File: src/rtl/sw_mgnt_pkg.sv
// Shared definitions for the switch management request path: arbiter state
// encoding, bus widths and the default request timeout.
package sw_mgnt_pkg;

   localparam int SYS_ADDR_W         = 8;
   localparam int SYS_DATA_W         = 8;
   localparam int DEF_TIMEOUT_CYCLES = 1024;

   typedef enum logic [1:0] {
      ARB_IDLE  = 2'd0,
      ARB_BUSY  = 2'd1,
      ARB_GAP   = 2'd2,
      ARB_ABORT = 2'd3
   } arb_state_t;

endpackage

File: src/rtl/rr_pick.sv
// Combinational round-robin picker: returns the first set bit of req scanning
// upward from last+1 (mod N), plus a flag telling whether any bit was set.
module rr_pick #(
   parameter int N     = 2,
   parameter int IDX_W = 1
) (
   input  logic [N-1:0]     req,
   input  logic [IDX_W-1:0] last,
   output logic             any,
   output logic [IDX_W-1:0] idx
);

   logic [IDX_W-1:0] cand;

   // NOTE: every variable written here gets a default first, so no path leaves
   // a value unassigned and no latch is inferred.
   always_comb begin
      any  = 1'b0;
      idx  = '0;
      cand = '0;
      // Scan farthest-first so the nearest requester after last wins.
      for (int k = N; k >= 1; k--) begin
         cand = IDX_W'((int'(last) + k) % N);
         if (req[cand]) begin
            any = 1'b1;
            idx = cand;
         end
      end
   end

endmodule

File: src/rtl/sys_req_arbiter.sv
// Round-robin arbiter sharing the switch_ctrl management request bus between
// NUM_REQ masters. Optional transaction timeout: define SYS_ARB_TIMEOUT_EN.
module sys_req_arbiter
   import sw_mgnt_pkg::*;
#(
   parameter int NUM_REQ        = 2,
   parameter int IDX_W          = 1,
   parameter int TIMEOUT_CYCLES = DEF_TIMEOUT_CYCLES
) (
   input  logic                          clk_if,
   input  logic                          rst_if,
   input  logic [NUM_REQ-1:0]            m_req_valid,
   input  logic [NUM_REQ-1:0]            m_req_wr,
   input  logic [SYS_ADDR_W*NUM_REQ-1:0] m_req_addr,
   input  logic [SYS_DATA_W*NUM_REQ-1:0] m_req_data,
   input  logic [NUM_REQ-1:0]            m_req_data_valid,
   output logic [NUM_REQ-1:0]            m_req_ack,
   output logic [SYS_DATA_W-1:0]         m_resp_data,
   output logic [NUM_REQ-1:0]            m_resp_data_valid,
   output logic [NUM_REQ-1:0]            m_req_err,
   output logic [NUM_REQ-1:0]            m_grant,
   output logic                          sys_req_valid,
   output logic                          sys_req_wr,
   output logic [SYS_ADDR_W-1:0]         sys_req_addr,
   output logic [SYS_DATA_W-1:0]         sys_req_data,
   output logic                          sys_req_data_valid,
   input  logic                          sys_req_ack,
   input  logic [SYS_DATA_W-1:0]         sys_resp_data,
   input  logic                          sys_resp_data_valid
);

   arb_state_t       state;
   logic [IDX_W-1:0] gnt_idx;
   logic [IDX_W-1:0] last;
   logic             pick_any;
   logic [IDX_W-1:0] pick_idx;
   logic             busy;

   logic [SYS_ADDR_W-1:0] addr_arr [NUM_REQ];
   logic [SYS_DATA_W-1:0] data_arr [NUM_REQ];

   for (genvar g = 0; g < NUM_REQ; g++) begin : g_unpack
      assign addr_arr[g] = m_req_addr[g*SYS_ADDR_W +: SYS_ADDR_W];
      assign data_arr[g] = m_req_data[g*SYS_DATA_W +: SYS_DATA_W];
   end

   rr_pick #(
      .N     (NUM_REQ),
      .IDX_W (IDX_W)
   ) u_rr_pick (
      .req  (m_req_valid),
      .last (last),
      .any  (pick_any),
      .idx  (pick_idx)
   );

   assign busy        = (state == ARB_BUSY);
   assign m_resp_data = sys_resp_data;

   // Data strobes and responses only pass while a transaction is live.
   always_comb begin
      sys_req_data       = '0;
      sys_req_data_valid = 1'b0;
      m_req_ack          = '0;
      m_resp_data_valid  = '0;
      if (busy) begin
         sys_req_data                = data_arr[gnt_idx];
         sys_req_data_valid          = m_req_data_valid[gnt_idx];
         m_req_ack[gnt_idx]          = sys_req_ack;
         m_resp_data_valid[gnt_idx]  = sys_resp_data_valid;
      end
   end

`ifdef SYS_ARB_TIMEOUT_EN
   localparam int CNT_W = (TIMEOUT_CYCLES > 1) ? $clog2(TIMEOUT_CYCLES) : 1;

   logic [CNT_W-1:0] to_cnt;
   logic             ack_seen;
   logic             timeout_hit;

   // A master dropping valid in the same cycle takes the normal release path.
   assign timeout_hit = busy && m_req_valid[gnt_idx] && !ack_seen && !sys_req_ack &&
                        (to_cnt == CNT_W'(TIMEOUT_CYCLES - 1));

   always_ff @(posedge clk_if) begin
      if (rst_if) begin
         to_cnt    <= '0;
         ack_seen  <= 1'b0;
         m_req_err <= '0;
      end else begin
         m_req_err <= '0;
         if (state == ARB_IDLE) begin
            to_cnt   <= '0;
            ack_seen <= 1'b0;
         end else if (busy) begin
            if (sys_req_ack)
               ack_seen <= 1'b1;
            if (!ack_seen && !sys_req_ack)
               to_cnt <= to_cnt + 1'b1;
            if (timeout_hit)
               m_req_err[gnt_idx] <= 1'b1;
         end
      end
   end
`else
   logic unused_timeout;

   assign unused_timeout = (TIMEOUT_CYCLES > 0);
   assign m_req_err      = '0;
`endif

   // NOTE: state registers use non-blocking assignments so every flop samples
   // pre-edge values regardless of statement order.
   always_ff @(posedge clk_if) begin
      if (rst_if) begin
         state         <= ARB_IDLE;
         gnt_idx       <= '0;
         last          <= IDX_W'(NUM_REQ - 1);
         m_grant       <= '0;
         sys_req_valid <= 1'b0;
         sys_req_wr    <= 1'b0;
         sys_req_addr  <= '0;
      end else begin
         case (state)
            ARB_IDLE: begin
               if (pick_any) begin
                  gnt_idx       <= pick_idx;
                  m_grant       <= NUM_REQ'(1) << pick_idx;
                  sys_req_wr    <= m_req_wr[pick_idx];
                  sys_req_addr  <= addr_arr[pick_idx];
                  sys_req_valid <= 1'b1;
                  state         <= ARB_BUSY;
               end
            end
            ARB_BUSY: begin
               if (!m_req_valid[gnt_idx]) begin
                  sys_req_valid <= 1'b0;
                  m_grant       <= '0;
                  last          <= gnt_idx;
                  state         <= ARB_GAP;
               end
`ifdef SYS_ARB_TIMEOUT_EN
               else if (timeout_hit) begin
                  sys_req_valid <= 1'b0;
                  m_grant       <= '0;
                  state         <= ARB_ABORT;
               end
`endif
            end
            ARB_GAP: begin
               state <= ARB_IDLE;
            end
`ifdef SYS_ARB_TIMEOUT_EN
            ARB_ABORT: begin
               if (!m_req_valid[gnt_idx]) begin
                  last  <= gnt_idx;
                  state <= ARB_GAP;
               end
            end
`endif
            default: begin
               state <= ARB_IDLE;
            end
         endcase
      end
   end

endmodule
File: config.mk
export PLATFORM = sky130hd
export DESIGN_NAME = sys_req_arbiter
export DESIGN_NICKNAME = d
export VERILOG_FILES = /design/src/rtl/sw_mgnt_pkg.sv /design/src/rtl/rr_pick.sv /design/src/rtl/sys_req_arbiter.sv
export SDC_FILE = /design/constraint.sdc
export NUM_CORES = 1
export LEC_CHECK = 0
export ABC_AREA = 1
export ABC_CLOCK_PERIOD_IN_PS = 2000
export BUFFER_PORTS_ARGS = -buffer_cell sky130_fd_sc_hd__buf_4
export CORE_AREA = 3 3 53 55
export CTS_CLUSTER_SIZE = 24
export DETAILED_ROUTE_END_ITERATION = 7
export DIE_AREA = 0 0 56 58
export GPL_TIMING_DRIVEN = 0
export PLACE_DENSITY = 0.8
export REMOVE_ABC_BUFFERS = 1
export SLEW_MARGIN = 5
export SYNTH_ARGS = -nofsm -noshare
export SYNTH_HDL_FRONTEND = slang
export SYNTH_HIERARCHICAL = 1
export SYNTH_SLANG_ARGS = --single-unit
File: constraint.sdc
create_clock -name clk_if -period 2 [get_ports clk_if]
set_input_delay 0.2 -clock clk_if [delete_from_list [all_inputs] [get_ports clk_if]]
set_output_delay 0.2 -clock clk_if [all_outputs]
set_load 0.02 [all_outputs]
# Word-level counts from Yosys, hierarchy flattened
# Index checks and enable logic that the tools add are counted.
# totals
latch_bits	0
romBits	0
regBits	16
mem_count	0
output_inout_bits	35
ram_bits	0
# classes
magnitude_cmp	7
div	0
muxes	35
n_shift	1
n_addsub	2
reduce_logical	7
n_bitwise	5
n_eq_ne	3
n_mul	0
# ops
cell	count
8-bit two-way mux	7
1-bit two-way mux	18
2-bit two-way mux	6
1-bit by 2-bit < comparator with 1-bit output, second input constant	4
2-bit one-hot mux with 2 select lines	2
2-bit AND reduction	3
2-bit AND	2
2-bit >= comparator, second input constant	2
2-bit != test, second input constant	2
1-bit NOT with 2-bit output	2
3-bit AND reduction	1
1-bit adder, second input constant	2
2-bit by 1-bit == test with 1-bit output, second input constant	1
2-bit logical NOT	1
1-bit one-hot mux with 2 select lines	1
2-bit nonzero test	1
1-bit by 1-bit left shift with 2-bit output, first input constant	1
1-bit demux with 1-bit select	1
1-bit >= comparator, second input constant	1
1-bit logical AND	1
1-bit NOT	1

# Depth between registers and ports, before layout
# depth
word_depth	9
mapped_depth	7
depth_no_buf	7

# Hierarchy
# The synthesis kept the hierarchy.
# modules_own_cells
module	cells_each	seq_area_each_um2	instances	area_each_um2
sys_req_arbiter	150	320.3	1	942.2
rr_pick	3	0.0	1	15.0

# Worst setup path before layout
# OpenSTA, ideal clock, no wires.
# synth_timing
path_kind	register -> output
from	reg gnt_idx
to	out m_req_ack[1]
t_arrival_ps	1095
required_ps	1800
n_path_buf	1
setup_slack_ps	705
path_stages_with_launch	4
cell_sequence	dfxtp_1 -> inv_2 -> buf_2 -> nor3_1
# synth_via
elab_chain_len	6
elab_cells_between_ends	7
classes_between	2 x order compare; 3 x mux; 1 x bitwise; 1 x reduce/logical
# synth_lines
element	line_no	text
from (decl)	sys_req_arbiter.sv:33	logic [IDX_W-1:0] gnt_idx;
from (signal assigned)	sys_req_arbiter.sv:127	gnt_idx <= pick_idx;
1-bit by 2-bit < comparator with 1-bit output (not written as such) or 1-bit >= comparator (tied branches)	sys_req_arbiter.sv:69	m_req_ack[gnt_idx] = sys_req_ack;
1-bit logical AND (not written as such)	sys_req_arbiter.sv:69	
1-bit two-way mux (not written as such)	sys_req_arbiter.sv:69	
1-bit demux with 1-bit select *	sys_req_arbiter.sv:69	
2-bit AND (no line) *	n/a	
2-bit two-way mux *	sys_req_arbiter.sv:66	if (busy) begin
to (decl)	sys_req_arbiter.sv:17	output logic [NUM_REQ-1:0] m_req_ack,
# Mark *: on every way between the ends. The rest lies on a longest branch, timed or not.

# Worst setup path after layout
# Ends and elaborated chain as after synthesis.

==> results by stage <==
Outcome:
- The run finished with clean final reports.

Timing:
- The maximum frequency from static timing analysis is 580 MHz.
- The final worst slack is 0.275 ns.
- At the pin with the least slew margin, the transition time is 0.613 ns.
- The final hold violation count is 0.
- The shortest period the worst path allows is 1.72 ns.
- Between clock sinks in the finished design, the worst skew comes to 0.00408 ns.
- The worst relative slew slack is 0.589.
- Setup repair after global routing left no endpoint under its margin.
- The tightest hold path in the finished design has a slack of 0.126 ns.
- The final number of max-transition violations is 0.
- Setup violations remaining at the end of the flow were counted as 0.
- Dividing the final minimum period by the clock period gives 0.862.

Placed design:
- The HPWL after detailed placement is 1.97 mm.
- The congestion estimate from routability-driven global placement came to 0.734.
- The number of input and output port buffers inserted is 66.
- Timing analysis after detailed placement gives a worst setup slack of -0.0984 ns.

Floorplan:
- After floorplanning, the core was sized to cover 2430 um2.
- The die boundary height is 58 um.
- The die outline width is 56 um.
- The area of the die is 3250 um2.
- The starting utilization of the core area is 0.394.
- 85 I/O pins were placed.
- The floorplan row count is 18.

Setup path:
- STA classifies the critical path endpoint as an output pin.
- The number of buffers and inverters on the critical path is 2.
- Traced cell by cell, the critical path runs through inv_2 -> nor3_1 -> buf_4.
- On the worst path, the slowest cell contributes a delay of 0.64 ns.
- The slowest stage of the critical path is the dfxtp_1 cell.
- Data on the critical path is required at its endpoint by 1.80 ns.
- The element type at the critical path start is a flop.
- Tracing the worst setup path back leads to its startpoint at gnt_idx.
- The critical path is of the reg -> out type.
- For the worst setup path, the data arrival time is 1.52 ns.
- The worst register-to-register path begins at last.
- The cell family contributing the most delay on the critical path is flip-flops.
- The highest fanout seen on the critical path is 14.

Synthesis:
- The Yosys warning count is 6.
- Each instance of the synthesized netlist takes up on average 6.26 um2.
- In the synthesized netlist, the number of instances is 153.
- The cell area that synthesis handed to floorplanning was 957 um2.
- After synthesis, the cell types taking the most area are dfxtp_1 33%, nand2_1 22%, buf_4 8.6%.
- The largest total area in the synthesized netlist belongs to dfxtp_1.
- The share of the synthesized area in the top cell type is 0.335.
- The share of the yosys chip area belonging to registers is 0.335.
- Synthesis inferred 16 register bits.
- After synthesis, the netlist uses 18 different library cells.

Job:
- Max-cap violations in this run came to 0.

Cells and area:
- Of the cells placed in the final design, the portion with a size suffix greater than 1 is 0.365.
- The number of nets in the final layout is 259.
- From synthesis to final layout, the design area changed by 47.7%.
- The count of antenna diodes in the layout is 0.

Routing:
- Dividing the detail-routed via count by the number of cells gives 4.63.
- The total length of routed wires is 2.58 mm.
- The number of iterations in the first detailed-routing pass is 3.
- The routed layout has 1102 vias.
- The number of remaining DRC errors is 0.
- The first routing iteration left 43 violations.
- After detailed routing, the average wire length per cell comes to 10.8 um.
- The remaining antenna violation count is 0.

GRT:
- The first-pass GRT wire length is 4.35 mm.
- The overall track demand over capacity in global routing is 0.165.
- The initial antenna violation count is 0.
- The number of global-route vias before repair is 1020.
- The largest net degree at the start of global routing is 15.
- The total overflow left after global routing is 0.

Clock network:
- The CTS tree is yes.
- The clock slew at the register clock pins of the worst setup and hold paths is 0.09 ns.
- In this run the number of H-tree levels came out at 1.
- The number of sinks handled by clock tree synthesis is 16.
- Clock tree synthesis inserted a total of 3 buffers.
- The cell at the root of the clock tree is clkbuf_4.
- Clock latency on the worst-skew pair, taken at its later pin, is 0.28 ns.
- Counting along the longest clock path gives a buffer depth of 2.
- For this design, the CTS-stage hold fixing added 0 buffers.

Power and ir drop:
- The reported leakage power is 0.000767 uW.
- The power density relative to cell area is 648 nW/um2.
- The maximum ir drop on the vdd rail is 0.000450 V.

Hold path:
- In this run the most critical hold path is launched from rst_if.
- The worst hold path belongs to the class in -> reg.
[flip-flops by register name (all words and copies together), names as in the netlist]
signal	count
gnt_idx	1
last	1
sys_req_valid	1
m_grant	2
sys_req_wr	1
sys_req_addr	8
state	2
[through the flow]
| step | total power, uW | instance area (um2) | TNS, ns | cells | util |
|---|---|---|---|---|---|
| 2_1_floorplan | 555 | 841 | 0 | 138 | - |
| 3_3_place_gp | 715 | 1370 | -0.458 | 234 | 0.565 |
| 3_5_place_dp | 719 | 1370 | -0.681 | 234 | 0.565 |
| 4_1_cts | 930 | 1410 | 0 | 238 | 0.581 |
| 5_1_grt | 984 | 1410 | 0 | 238 | 0.581 |
| 6_report | 916 | 1410 | 0 | 238 | 0.581 |
[cell usage in the layout (no fill, tap or decap)]
cell / count
clkbuf_4: 3
a21oi_2: 3
nor3_1: 3
or2_1: 1
conb_1: 2
clkinv_1: 1
nand2_1: 57
a21oi_1: 13
inv_1: 8
buf_4: 66
clkbuf_8: 1
o211ai_1: 1
nor3_2: 2
o21ai_0: 9
nand3_1: 1
nor2_1: 20
inv_2: 1
dfxtp_1: 16
[synth_stat cells]
cell type   n
a21oi_1    14
a21oi_2     2
buf_2       3
buf_4      11
buf_6       2
clkinv_1    1
conb_1      1
dfxtp_1    16
inv_1       8
inv_2       1
nand2_1    57
nand3_1     1
nor2_1     20
nor3_1      3
nor3_2      2
o211ai_1    1
o21ai_0     9
or2_1       1
[metal layers]
layer | wire (um) | up-vias | track usage
li1 | - | 576 | -
met1 | 1100 | 452 | 0.193
met2 | 1060 | 72 | 0.262
met3 | 416 | 2 | 0.0891
met4 | 7 | 0 | 0.0508
met5 | 0 | - | 0
[worst paths after layout]
path	to	slack, ns	cells past startpoint
worst max-delay path	m_req_ack[1]	0.28	3
worst min-delay path	m_grant[0]	0.13	2
worst max register to register	sys_req_wr	0.34	6
worst min register to register	m_grant[1]	0.47	2
[area by class of cell]
| class | count | area [um2] |
|---|---|---|
| clock buffer | 4 | 36.3 |
| timing repair buffer | 66 | 495 |
| fill | 271 | 1020 |
| multi-input combinational | 112 | 487 |
| sequential | 16 | 320 |
| inverter | 10 | 37.5 |
| tap | 30 | 37.5 |
[power breakdown]
group | total (uW) | switching (uW) | leakage (uW) | internal, uW
combinational | 333 | 184 | 0.000613 | 149
sequential | 376 | 22.7 | 0.000133 | 353
clock | 207 | 96.4 | 0.0000210 | 111
total | 916 | 303 | 0.000767 | 613
[worst reg2reg max path: stages, from the launching register on]
cell and delay, ns:
dfxtp_1 0.33, a21oi_2 0.44, clkinv_1 0.42, nand2_1 0.14
nand2_1 0.05, nor2_1 0.12, nor2_1 0.06
[cell families (layout without fill, tap and decap cells)]
logic type             count (synthesis)  count (layout)  synth area share
other                                  1               2           0.00392
and+or+nand+nor                       84              84             0.350
AOI/OAI and AO/OA                     26              26             0.146
buffers and inverters                 26              80             0.165
DFF                                   16              16             0.335
[what timing repair did]
item | CTS | global route
gates resized for setup | 1 | 0
setup buffers | 0 | 0
endpoints found under the setup margin | 9 | 0
Note: power is estimated with default switching activity, not from simulation.
